<file path="src/rtl/aes_round_ctrl.sv">
// aes_round_ctrl: sequencer for an iterative AES-128 round datapath.
// Takes one block from upstream, then issues NUM_ROUNDS+1 passes through the
// shared SubBytes/ShiftRows/MixColumns/AddRoundKey datapath. Pass 0 is the
// initial AddRoundKey on the upstream block. Passes 1..NUM_ROUNDS-1 are full
// rounds on the feedback register. Pass NUM_ROUNDS is the final round, which
// skips MixColumns.
// A pass that never completes is abandoned after TIMEOUT wait cycles. This
// sets the sticky err flag.
// Every output is decoded from the registered state and round counter only,
// so no input reaches an output combinationally.

module aes_round_ctrl #(
    parameter int NUM_ROUNDS = 10,
    parameter int KEY_IDX_W  = 4,
    parameter int TIMEOUT    = 15
) (
    input  logic                 clk,
    input  logic                 reset,
    input  logic                 in_valid,
    output logic                 in_ready,
    input  logic                 abort,
    output logic                 dp_start,
    input  logic                 dp_done,
    output logic                 load_sel,
    output logic                 ark_only,
    output logic                 mix_bypass,
    output logic [KEY_IDX_W-1:0] key_idx,
    output logic                 out_valid,
    input  logic                 out_ready,
    output logic                 err
);

    // The wait counter only has to reach TIMEOUT-1. TIMEOUT >= 2 keeps this at least 1 bit.
    localparam int WCNT_W = $clog2(TIMEOUT);

    localparam logic [KEY_IDX_W-1:0] LAST_RND  = KEY_IDX_W'(NUM_ROUNDS);
    localparam logic [WCNT_W-1:0]    WCNT_LAST = WCNT_W'(TIMEOUT - 1);

    typedef enum logic [1:0] {
        IDLE  = 2'd0,
        ISSUE = 2'd1,
        WAIT  = 2'd2,
        DONE  = 2'd3
    } state_t;

    state_t                state;
    state_t                state_next;
    logic [KEY_IDX_W-1:0]  rnd;
    logic [KEY_IDX_W-1:0]  rnd_next;
    logic [WCNT_W-1:0]     wcnt;
    logic [WCNT_W-1:0]     wcnt_next;
    logic                  err_next;

    // State, round counter, wait counter and sticky error register.
    // Asserting reset drops any block in flight immediately.
    always_ff @(posedge clk or negedge reset) begin
        if (!reset) begin
            state <= IDLE;
            rnd   <= '0;
            wcnt  <= '0;
            err   <= 1'b0;
        end else begin
            state <= state_next;
            rnd   <= rnd_next;
            wcnt  <= wcnt_next;
            err   <= err_next;
        end
    end

    // Next-state logic and Moore output decode.
    always_comb begin
        state_next = state;
        rnd_next   = rnd;
        wcnt_next  = wcnt;
        err_next   = err;

        in_ready   = 1'b0;
        dp_start   = 1'b0;
        load_sel   = 1'b0;
        ark_only   = 1'b0;
        mix_bypass = 1'b0;
        key_idx    = '0;
        out_valid  = 1'b0;

        unique case (state)
            IDLE: begin
                in_ready = 1'b1;
                // Accepting a block clears the error flag.
                // abort is not looked at while idle.
                if (in_valid) begin
                    state_next = ISSUE;
                    rnd_next   = '0;
                    err_next   = 1'b0;
                end
            end

            ISSUE: begin
                dp_start   = 1'b1;
                key_idx    = rnd;
                load_sel   = (rnd == '0);
                ark_only   = (rnd == '0);
                mix_bypass = (rnd == LAST_RND);
                if (abort) begin
                    state_next = IDLE;
                    rnd_next   = '0;
                end else begin
                    state_next = WAIT;
                    wcnt_next  = '0;
                end
            end

            WAIT: begin
                // The datapath may still be using these controls, so hold them until the pass completes.
                key_idx    = rnd;
                load_sel   = (rnd == '0);
                ark_only   = (rnd == '0);
                mix_bypass = (rnd == LAST_RND);
                if (abort) begin
                    state_next = IDLE;
                    rnd_next   = '0;
                end else if (dp_done) begin
                    if (rnd == LAST_RND) begin
                        state_next = DONE;
                    end else begin
                        state_next = ISSUE;
                        rnd_next   = rnd + KEY_IDX_W'(1);
                    end
                end else if (wcnt == WCNT_LAST) begin
                    state_next = IDLE;
                    rnd_next   = '0;
                    err_next   = 1'b1;
                end else begin
                    wcnt_next = wcnt + WCNT_W'(1);
                end
            end

            DONE: begin
                out_valid = 1'b1;
                if (abort || out_ready) begin
                    state_next = IDLE;
                    rnd_next   = '0;
                end
            end

            default: begin
                state_next = IDLE;
                rnd_next   = '0;
            end
        endcase
    end

endmodule

</file>
<file path="config.mk">
export PLATFORM = sky130hd
export DESIGN_NAME = aes_round_ctrl
export DESIGN_NICKNAME = d
export VERILOG_FILES = /design/src/rtl/aes_round_ctrl.sv
export SDC_FILE = /design/constraint.sdc
export NUM_CORES = 1
export LEC_CHECK = 0
export ABC_AREA = 1
export BUFFER_PORTS_ARGS = -buffer_cell sky130_fd_sc_hd__buf_2
export CAP_MARGIN = 20
export CORE_AREA = 8 8 51 53
export CTS_CLUSTER_SIZE = 20
export DETAILED_ROUTE_END_ITERATION = 8
export DIE_AREA = 0 0 59 61
export GPL_TIMING_DRIVEN = 0
export PLACE_DENSITY = 0.71
export SLEW_MARGIN = 20
export SYNTH_ARGS = -nofsm -noshare
export SYNTH_HDL_FRONTEND = slang
export SYNTH_SLANG_ARGS = --single-unit
</file>
<file path="constraint.sdc">
create_clock -name clk -period 1.5 [get_ports clk]
set_input_delay 0.225 -clock clk [delete_from_list [all_inputs] [get_ports clk]]
set_output_delay 0.225 -clock clk [all_outputs]
set_load 0.01 [all_outputs]
</file>
* Word-level counts from Yosys, hierarchy flattened
Index checks and enable logic that the tools add are counted.
** Operators by class
- Add/subtract/negate cells :: 2
- Multipliers :: 0
- Divide/modulo/power cells :: 0
- $lt $le $gt $ge :: 0
- Equal/unequal tests :: 15
- Shift-type cells :: 0
- Muxes and demuxes :: 32
- Bitwise gates (word level) :: 0
- Reduce and logical (&&, ||, !) cells :: 10
** Operators with widths (count)
- 4-bit two-way mux :: 12
- 2-bit inequality test (second input constant) :: 8
- 4-bit case mux with 4 select lines :: 1
- 5-bit AND reduction :: 3
- 2-bit two-way mux :: 7
- 1-bit two-way mux :: 9
- 4-bit by 1-bit adder with 4-bit output (second input constant) :: 2
- 4-bit equality test (second input constant) :: 2
- 4-bit inequality test (second input constant) :: 2
- 2-bit case mux with 4 select lines :: 1
- 4-bit case mux with 2 select lines :: 1
- 2-bit equality test (second input constant) :: 2
- 4-bit logical NOT :: 1
- 2-bit nonzero test :: 2
- 3-bit AND reduction :: 1
- 2-bit by 1-bit equality test with 1-bit output (second input constant) :: 1
- 2-bit logical NOT :: 1
- 1-bit case mux with 2 select lines :: 1
- 2-bit OR reduction :: 1
- 1-bit logical OR :: 1
** Storage, ports and cells
- Register bits after elaboration :: 11
- Latch bits :: 0
- Memory bits (writable) :: 0
- ROM bits :: 0
- Input bits :: 6
- Logic and storage cells :: 63
- Memories :: 0

* Longest topological paths before layout
Gate-level depths: netlist of the first run.
- Depth after elaboration :: 5
- Mapped depth :: 9
- Gate-level depth less buffers :: 9

* Least setup slack after synthesis of the first run
Ideal clock, no wire load.
- Path type :: reg2out
- Start point :: register state[1]
- End point :: output load_sel
- Data arrival time :: 1.211 ns
- Required time :: 1.275 ns
- Setup slack :: 0.064 ns
- Cell stages (with the launch flop) :: 6
- Path through :: dfrtp_1 inv_1 ha_1 nand3_1 nor2_1 buf_4
** Between the ends
- Longest elaborated chain between the ends :: 3
- Elaborated cells on any way between the ends :: 4
- Classes of those cells :: eq/ne (2); mux (1); reduce/logical (1)
** RTL lines
- from (decl) :: RTL line 46 : state_t state;
- from (signal assigned) :: RTL line 63 : state <= state_next;
- 2-bit equality test or 2-bit by 1-bit equality test with 1-bit output (tied branches)
- 2-bit OR reduction (no line) *
- 1-bit two-way mux *
- to (decl) :: RTL line 24 : output logic load_sel,
Every way passes the cells marked *; elsewhere a longest branch is shown, timed or not.

* Worst setup path in the final report of the first run
- Start point :: register state[1]
- End point :: output load_sel
** Between the ends
- Longest elaborated chain between the ends :: 3
- Elaborated cells on any way between the ends :: 4
- Classes of those cells :: eq/ne (2); mux (1); reduce/logical (1)
** RTL lines
- 2-bit equality test or 2-bit by 1-bit equality test with 1-bit output (tied branches) :: RTL line 85 : unique case (state)
- 2-bit OR reduction (no line) *
- 1-bit two-way mux *
Marks and branches as above.

==> impl_metrics.yaml, run 1 <==
power_and_ir_drop:
  leakage_nw: 0.643
  fin_total_pwr_mw: 1.93
  peakVddDrop_uv: 749
  p_per_area_mw_per_mm2: 1510
global_route:
  grt_max_degree: 12
  grt_pass1_vias: 782
  overflow: 0
  grt_pass1_wl_um: 3340
  grtUsageMet3: 0.0403
  grt.total_usage: 0.120
  antenna_found_initial: 0
  grt_busiest_layer: "met2"
  met1_usage: 0.122
  met2_usage: 0.223
job:
  maxCapViolations: 0
synth:
  synth_nets: 137
  yosysWarnings: 0
  synthCells: 121
  synthTopCellsByArea: "dfrtp_1 32%, nand2_1 15%, ha_1 14%"
  synth_top_area_frac: 0.315
  yosysTopAreaCell: "dfrtp_1"
  synthesis.area_um2: 873
  ys_seq_area_frac: 0.315
  syn_area_per_cell_um2: 7.22
  ys_ff_latch: 11
  synth_cell_types: 19
setup_path:
  r2r-start: "state[0]"
  crit_path_max_fanout: 3
  cp_cell_sequence: "inv_2 > ha_4 > nand3_4 > nor2_4 > buf_6 > buf_6"
  reg2reg_setup_slack_ps: 50
  start_kind: "flop"
  cpMostUsedCell: "buf_6"
  crit_start: "state[1]"
  path_depth: 6
  endpoint: "load_sel"
  worstPathRequired_ps: 1270
  end_kind: "output pin"
  r2r_end: "wcnt[0]"
  critPathKind: "reg -> out"
  cp_top_family: "flip-flops"
  arrival_ps: 1380
  worst_path_max_delay_cell: "dfrtp_1"
  r2r_cells: 9
  cpPeakStageDelay_ps: 380
  critPathBufInv: 3
clock_tree:
  numCtsBuffers: 3
  htreeDepth: 1
  cts-root-buf: "clkbuf_4"
  clock-sinks: 11
  clk_pin_slew_ps: 80
  clock_path_buffers: 2
  cts_tree: "done"
  clock_latency_ps: 270
floorplanning:
  die_area_mm2: 0.00360
  initial_utilization: 0.474
  die_h_um: 61
  pin_count: 17
  die_w_um: 59
  placementRows: 16
  core-area_mm2: 0.00184
placement:
  place_congestion: 0.812
  port_buffers: 16
  hpwl_um: 1430
  dp.cells: 164
timing:
  hold_violations: 0
  fin_crit_sh: 1.07
  finalSetupViolCount: 6
  rsz0062_at_grt: "yes"
  setup_ws_ps: -108
  period_minus_slack_ps: 1610
  tightest_slew_ps: 295
  slew_viol_final: 0
  skew_ps: 2.42
  slew_headroom: 0.803
  fmax_mhz: 622
outcome:
  status: "finished, violations left"
  violations: "setup timing"
drt:
  vias_per_cell: 4.94
  drt-total-wl_um: 2380
  wl_per_cell_um: 13.3
  first_iter_violations: 24
  route.vias.total: 879
  ant_nets: 0
  drtPass1Iterations: 4
  drc: 0
min_path:
  hp-class: "in -> reg"
layout:
  fill_cells: 147
  stdcell_count: 178
  multiInputGateArea_um2: 679
  layout_commonest_cell: "nand2_1"
  n_antenna_cell: 0
  regArea_um2: 278
  layout-drive-gt1-share: 0.430
  final_nets: 168
  syn_to_final_growth_pct: 46.3
  final_cell_mix: "30 x nand2_1, 14 x buf_2, 13 x inv_1"
[area by class of cell]
| cell class | count | area share |
|---|---|---|
| multi-input combinational | 89 | 0.532 |
| sequential | 11 | 0.217 |
| timing repair buffer | 26 | 0.136 |
| inverter | 20 | 0.0588 |
| tap | 27 | 0.0264 |
| clock buffer | 4 | 0.0206 |
| buffer | 1 | 0.00881 |
[through the flow]
| step | hold WS [ps] | area [µm²] | TNS (ps) | util | setup slack, ps |
|---|---|---|---|---|---|
| 6_report | 271 | 1280 | -334 | 0.694 | -108 |
| 3_5_place_dp | 114 | 987 | -32.8 | 0.536 | -32.8 |
| 4_1_cts | 253 | 1100 | -191 | 0.597 | -88.0 |
| 5_1_grt | 270 | 1280 | -959 | 0.694 | -179 |
| 3_3_place_gp | 109 | 987 | 0 | 0.536 | 22.1 |
| 2_1_floorplan | -70.6 | 873 | 0 | - | 64.3 |
[worst min path at each step]
| stage | from | end | cells past startpoint |
|---|---|---|---|
| global route | in_valid | err | 4 |
| floorplan | reset | err | 0 |
| global placement | reset | state[0] | 1 |
| detailed placement | reset | state[0] | 1 |
| CTS | in_valid | err | 4 |
| finish | in_valid | err | 4 |
[timing repair]
action / 4_1_cts / 5_1_grt
endpoints found under the setup margin: 10 / 17
hold endpoints to repair: 11 / 0
gates resized for setup: 9 / 33
pin swaps: 2 / 11
setup buffers: 6 / 5
hold buffers: 1 / 0
[cell families (layout without fill, tap and decap cells)]
kind of cell,after synthesis,in the layout,share of synthesized area
buffers and inverters,21,51,0.0946
XOR/XNOR,3,3,0.0301
AND/OR/NAND/NOR,69,69,0.373
adder cells (fa/ha/maj),10,10,0.143
AO/OA/AOI/OAI,7,7,0.0444
flip-flops,11,11,0.315
[worst reg2reg max path, stage by stage, from the launching register on]
cell     delay (ps)
dfrtp_1         400
inv_2            90
buf_4           150
ha_4            170
inv_2            70
nor2_2          200
inv_2            80
nand3_4          90
nand2_1          60
o21ai_1          70
[report_power, final]
part           switching (mW)  internal [mW]  total, mW
registers              0.0417          0.339      0.380
clock network           0.106          0.103      0.208
logic                   0.713          0.633       1.35
total                   0.860           1.07       1.93
[cells in the mapped netlist]
library cell and number:
nor2_2 2, nand2_2 1, o21ai_1 4, inv_2 4
buf_4 1, nand4_1 2, dfrtp_1 11, nand3_1 14
o21ai_2 1, nand3_2 2, nand2_1 35, xnor2_1 1
nor2_4 1, ha_1 10, xor2_1 2, nor2_1 11
nor2_8 1, o21ai_0 2, inv_1 16
[registers in the layout, indices dropped and copies added (netlist names)]
name / flops
rnd: 4
state: 2
wcnt: 4
err: 1
[per-layer routing]
layer  wire [µm]  part of all wire
met1         922              0.39
met2        1330              0.56
met3          85             0.036
met4          36             0.015
met5           0                 0
No activity file was read; power rests on OpenSTA's default activity.
==> run 2, diff against run 1 <==
clock period = 1.95 ns   (was 1.5 ns; I/O delays follow)
==> run 2 against run 1 <==
- the flow now finishes without violations
- sequential power is 24% lower
- sequential cell count stayed put
- via count is 8.0% lower
- utilization is 13 points lower
- hold slack better by 57 ps
- non-clock buffer count is 8 lower
- first-iteration DRC count is 21% lower
- critical endpoint unchanged
- largest power group unchanged
==> impl_metrics.yaml, run 2 (synthesis gave the netlist of run 1 again) <==
outcome:
  status: "finished clean"
clock_tree:
  clock_path_buffers: 2
  htreeDepth: 1
  clk_pin_slew_ps: 80
  cts_tree: "done"
  numCtsBuffers: 3
  cts-root-buf: "clkbuf_4"
  clock_latency_ps: 270
  clock-sinks: 11
min_path:
  hp-class: "in -> reg"
  worstHoldEndpoint: "err"
  min_from: "in_valid"
  whs_path_depth: 4
power_and_ir_drop:
  fin_total_pwr_mw: 1.08
  peakVddDrop_uv: 495
  p_per_area_mw_per_mm2: 1040
  leakage_nw: 0.584
layout:
  final_cell_mix: "35 x nand2_1, 16 x inv_1, 16 x buf_2"
  layout_commonest_cell: "nand2_1"
  syn_to_final_growth_pct: 19.5
  layout-drive-gt1-share: 0.238
  final_area_mm2: 0.00104
  reg_top3: "rnd: 4 flops, wcnt: 4 flops, state: 2 flops"
  final_nets: 160
  fill_cells: 188
  n_antenna_cell: 0
  postLayoutCoreUtil: 0.567
setup_path:
  r2r-start: "state[0]"
  reg2reg_setup_slack_ps: 380
  worstPathRequired_ps: 1660
  crit_path_max_fanout: 5
  cpPeakStageDelay_ps: 380
  start_kind: "flop"
  worst_path_max_delay_cell: "dfrtp_1"
  r2r_cells: 7
  r2r_end: "wcnt[0]"
  critPathKind: "reg -> out"
  end_kind: "output pin"
  arrival_ps: 1510
  cp_cell_sequence: "inv_1 > ha_4 > nand3_1 > nor2_1 > buf_4 > buf_2"
global_route:
  grt_pass1_vias: 724
  grt_pass1_wl_um: 3150
  grt.total_usage: 0.112
  grt_max_degree: 12
  antenna_found_initial: 0
  overflow: 0
timing:
  fin_crit_sh: 0.924
  rsz0062_at_grt: "no"
  hold_violations: 0
  skew_ps: 4.36
  finalSetupViolCount: 0
  period_minus_slack_ps: 1800
  final.setup.tns_ps: 0
  slew_viol_final: 0
  setup_ws_ps: 148
  tightest_slew_ps: 319
  fmax_mhz: 555
  slew_headroom: 0.786
placement:
  dpl_worst_slack_ps: 350
  place_congestion: 0.812
  hpwl_um: 1430
  port_buffers: 16
  placed_cell_area_um2: 987
floorplanning:
  initial_utilization: 0.474
  die_w_um: 59
  pin_count: 17
  die_area_mm2: 0.00360
  core-area_mm2: 0.00184
  placementRows: 16
  die_h_um: 61
drt:
  drtPass1Iterations: 4
  route.vias.total: 809
  vias_per_cell: 4.76
  drc: 0
  ant_nets: 0
  wl_per_cell_um: 10.7
  first_iter_violations: 19
  drt-total-wl_um: 1830
job:
  maxCapViolations: 0
## run 2: changes by cell type in the layout (fill, tap and decap cells not counted), sizes merged
cell	change
buf	-8
## run 2: worst max-delay path by stage
stage	start	end	slack (ps)	cells after the start
floorplan	state[1]	load_sel	450	5
global placement	state[1]	load_sel	400	6
detailed placement	state[1]	load_sel	350	6
CTS	state[1]	load_sel	50	6
global route	state[0]	load_sel	20	6
finish	state[0]	load_sel	150	6
## run 2: cell type report
type                       count  area, µm²  share of cell area
tap                           27       33.8              0.0324
sequential                    11        275               0.264
timing repair buffer          18       97.6              0.0935
inverter                      20       75.1              0.0719
clock buffer                   4       26.3              0.0252
buffer                         1       7.51             0.00719
multi-input combinational     89        528               0.506
## run 2: repair_timing
action | in CTS | in global routing
hold buffers | 1 | 0
endpoints found under the setup margin | 0 | 1
gates resized for setup | 0 | 1
setup buffers | 0 | 1
hold endpoints to repair | 11 | 0
## run 2: worst max-delay path: cells and delay by family (launching register included)
family / cells / cell delay, ps
and+or+nand+nor: 2 / 190
DFF: 1 / 380
buffers and inverters: 3 / 370
adders and majority gates: 1 / 310
## run 2: routing by layer
| layer | vias up | part of all wire | wire length, µm | GRT usage |
|---|---|---|---|---|
| met3 | 0 | 0.062 | 114 | 0.0381 |
| li1 | 419 | - | - | - |
| met1 | 377 | 0.43 | 794 | 0.127 |
| met4 | 0 | 0 | 0 | 0.0444 |
| met2 | 13 | 0.50 | 918 | 0.190 |
| met5 | - | 0 | 0 | 0 |
## run 2: where the power goes
part	internal (mW)	switching (mW)	total (mW)	leakage (nW)
clock	0.0791	0.0816	0.161	0.0150
combinational	0.260	0.376	0.635	0.418
sequential	0.260	0.0278	0.288	0.151
## run 2: stage by stage
stage | hold WS [ps] | cells
floorplan | -3.09 | 121
global placement | 177 | 164
detailed placement | 181 | 164
CTS | 320 | 169
global route | 350 | 170
finish | 328 | 170
==> run 3, diff against run 2 <==
CORE_AREA = 8 8 49 51   (was 8 8 51 53)
DIE_AREA = 0 0 57 59   (was 0 0 59 61)
PLACE_DENSITY = 0.87   (was 0.71)
==> run 3 against run 2 <==
- hold slack improved by 20 ps
- non-clock buffer count unchanged
- sequential cell count unchanged
- maximum frequency decreased by 1.5%
- die area decreased by 6.6%
==> impl_metrics.yaml, run 3 (synthesis gave the netlist of run 1 again) <==
drt:
  drc: 0
  first_iter_violations: 22
  drt-total-wl_um: 1860
  wl_per_cell_um: 11.6
  ant_nets: 0
  vias_per_cell: 5.09
  drtPass1Iterations: 4
  route.vias.total: 815
outcome:
  status: "finished clean"
clock_tree:
  cts-root-buf: "clkbuf_4"
  cts_tree: "done"
  clock_path_buffers: 2
  numCtsBuffers: 3
  htreeDepth: 1
  clock_latency_ps: 270
  clock-sinks: 11
  clk_pin_slew_ps: 80
power_and_ir_drop:
  p_seq_frac: 0.267
  power_switching_share: 0.453
  p_int_mw: 0.603
  fin_total_pwr_mw: 1.10
  p_switching_mw: 0.499
  leakage_nw: 0.583
  peakVddDrop_uv: 557
  combPwrFrac: 0.585
  p_clk_frac: 0.148
  p_per_area_mw_per_mm2: 1070
timing:
  slew_viol_final: 0
  period_minus_slack_ps: 1830
  tightest_slew_ps: 331
  rsz0062_at_grt: "no"
  hold_violations: 0
  setup_ws_ps: 120
  fmax_mhz: 546
  whs_ps: 349
  slew_headroom: 0.778
  fin_crit_sh: 0.939
  finalSetupViolCount: 0
  final.setup.tns_ps: 0
  skew_ps: 7.52
global_route:
  overflow: 0
  grt_max_degree: 12
  grt_pass1_wl_um: 3420
  antenna_found_initial: 0
  grt_pass1_vias: 780
  grt.total_usage: 0.125
floorplanning:
  pin_count: 17
  die_w_um: 57
  initial_utilization: 0.529
  core-area_mm2: 0.00165
  die_h_um: 59
  die_area_mm2: 0.00336
  placementRows: 15
setup_path:
  start_kind: "flop"
  end_kind: "output pin"
  critPathKind: "reg -> out"
  arrival_ps: 1540
  crit_path_max_fanout: 5
  worstPathRequired_ps: 1660
layout:
  fill_cells: 139
  layout_commonest_cell: "nand2_1"
  n_antenna_cell: 0
  syn_to_final_growth_pct: 18.3
  final_nets: 160
  final_area_mm2: 0.00103
  regArea_um2: 275
  layout-drive-gt1-share: 0.252
  stdcell_count: 160
  postLayoutCoreUtil: 0.626
  multiInputGateArea_um2: 531
  reg_top3: "rnd: 4 flops, wcnt: 4 flops, state: 2 flops"
  final_cell_mix: "35 x nand2_1, 16 x buf_2, 15 x inv_1"
placement:
  hpwl_um: 1470
  port_buffers: 16
  placed_cell_area_um2: 975
  dpl_worst_slack_ps: 296
  place_congestion: 0.844
  dp.cells: 154
min_path:
  hp-class: "in -> reg"
job:
  maxCapViolations: 0
[run 3: cell counts in the layout (fill, tap and decap cells not counted)]
Identical to the previous run, type by type.
[run 3: timing repair]
item                                    CTS  global route
gates resized for setup                   1             2
endpoints found under the hold margin    11             0
endpoints found under the setup margin    1             2
pin swaps                                 0             0
hold buffers                              1             0
setup buffers                             0             1
[run 3: path summary, 6_finish.rpt]
check	startpoint	endpoint	slack (ps)	cells after the start
hold / removal	in_valid	err	350	4
max in group asynchronous	reset	rnd[1]	1330	2
setup / recovery	state[0]	load_sel	120	6
min in group asynchronous	reset	wcnt[1]	410	2
hold reg to reg	err	err	470	2
setup reg to reg	state[0]	wcnt[2]	460	7
[run 3: layout make-up]
cell class,instances,share of cell area
inverters,20,0.0726
well taps,17,0.0206
repair buffers,18,0.0944
clock buffers,4,0.0254
flip-flops and latches,11,0.266
plain buffers,1,0.00726
multi-input cells,89,0.513
[run 3: critical path: stages (launching register included)]
cell	delay [ps]
dfrtp_1	410
inv_2	90
ha_4	290
nand3_1	100
nor2_2	140
buf_4	120
buf_2	120
[run 3: routing by layer]
layer | part of all wire | GRT usage | up-vias
li1 | - | - | 419
met1 | 0.42 | 0.131 | 370
met2 | 0.49 | 0.216 | 21
met3 | 0.067 | 0.0472 | 5
met4 | 0.018 | 0.0604 | 0
met5 | 0 | 0 | -
[run 3: power groups by stage]
stage | Combinational (mW) | Sequential, mW | Clock [mW]
after floorplan | 0.419 | 0.292 | 0
after global placement | 0.548 | 0.296 | 0
after detailed placement | 0.577 | 0.300 | 0
after CTS | 0.587 | 0.295 | 0.165
after global routing | 0.722 | 0.298 | 0.186
final | 0.644 | 0.295 | 0.163
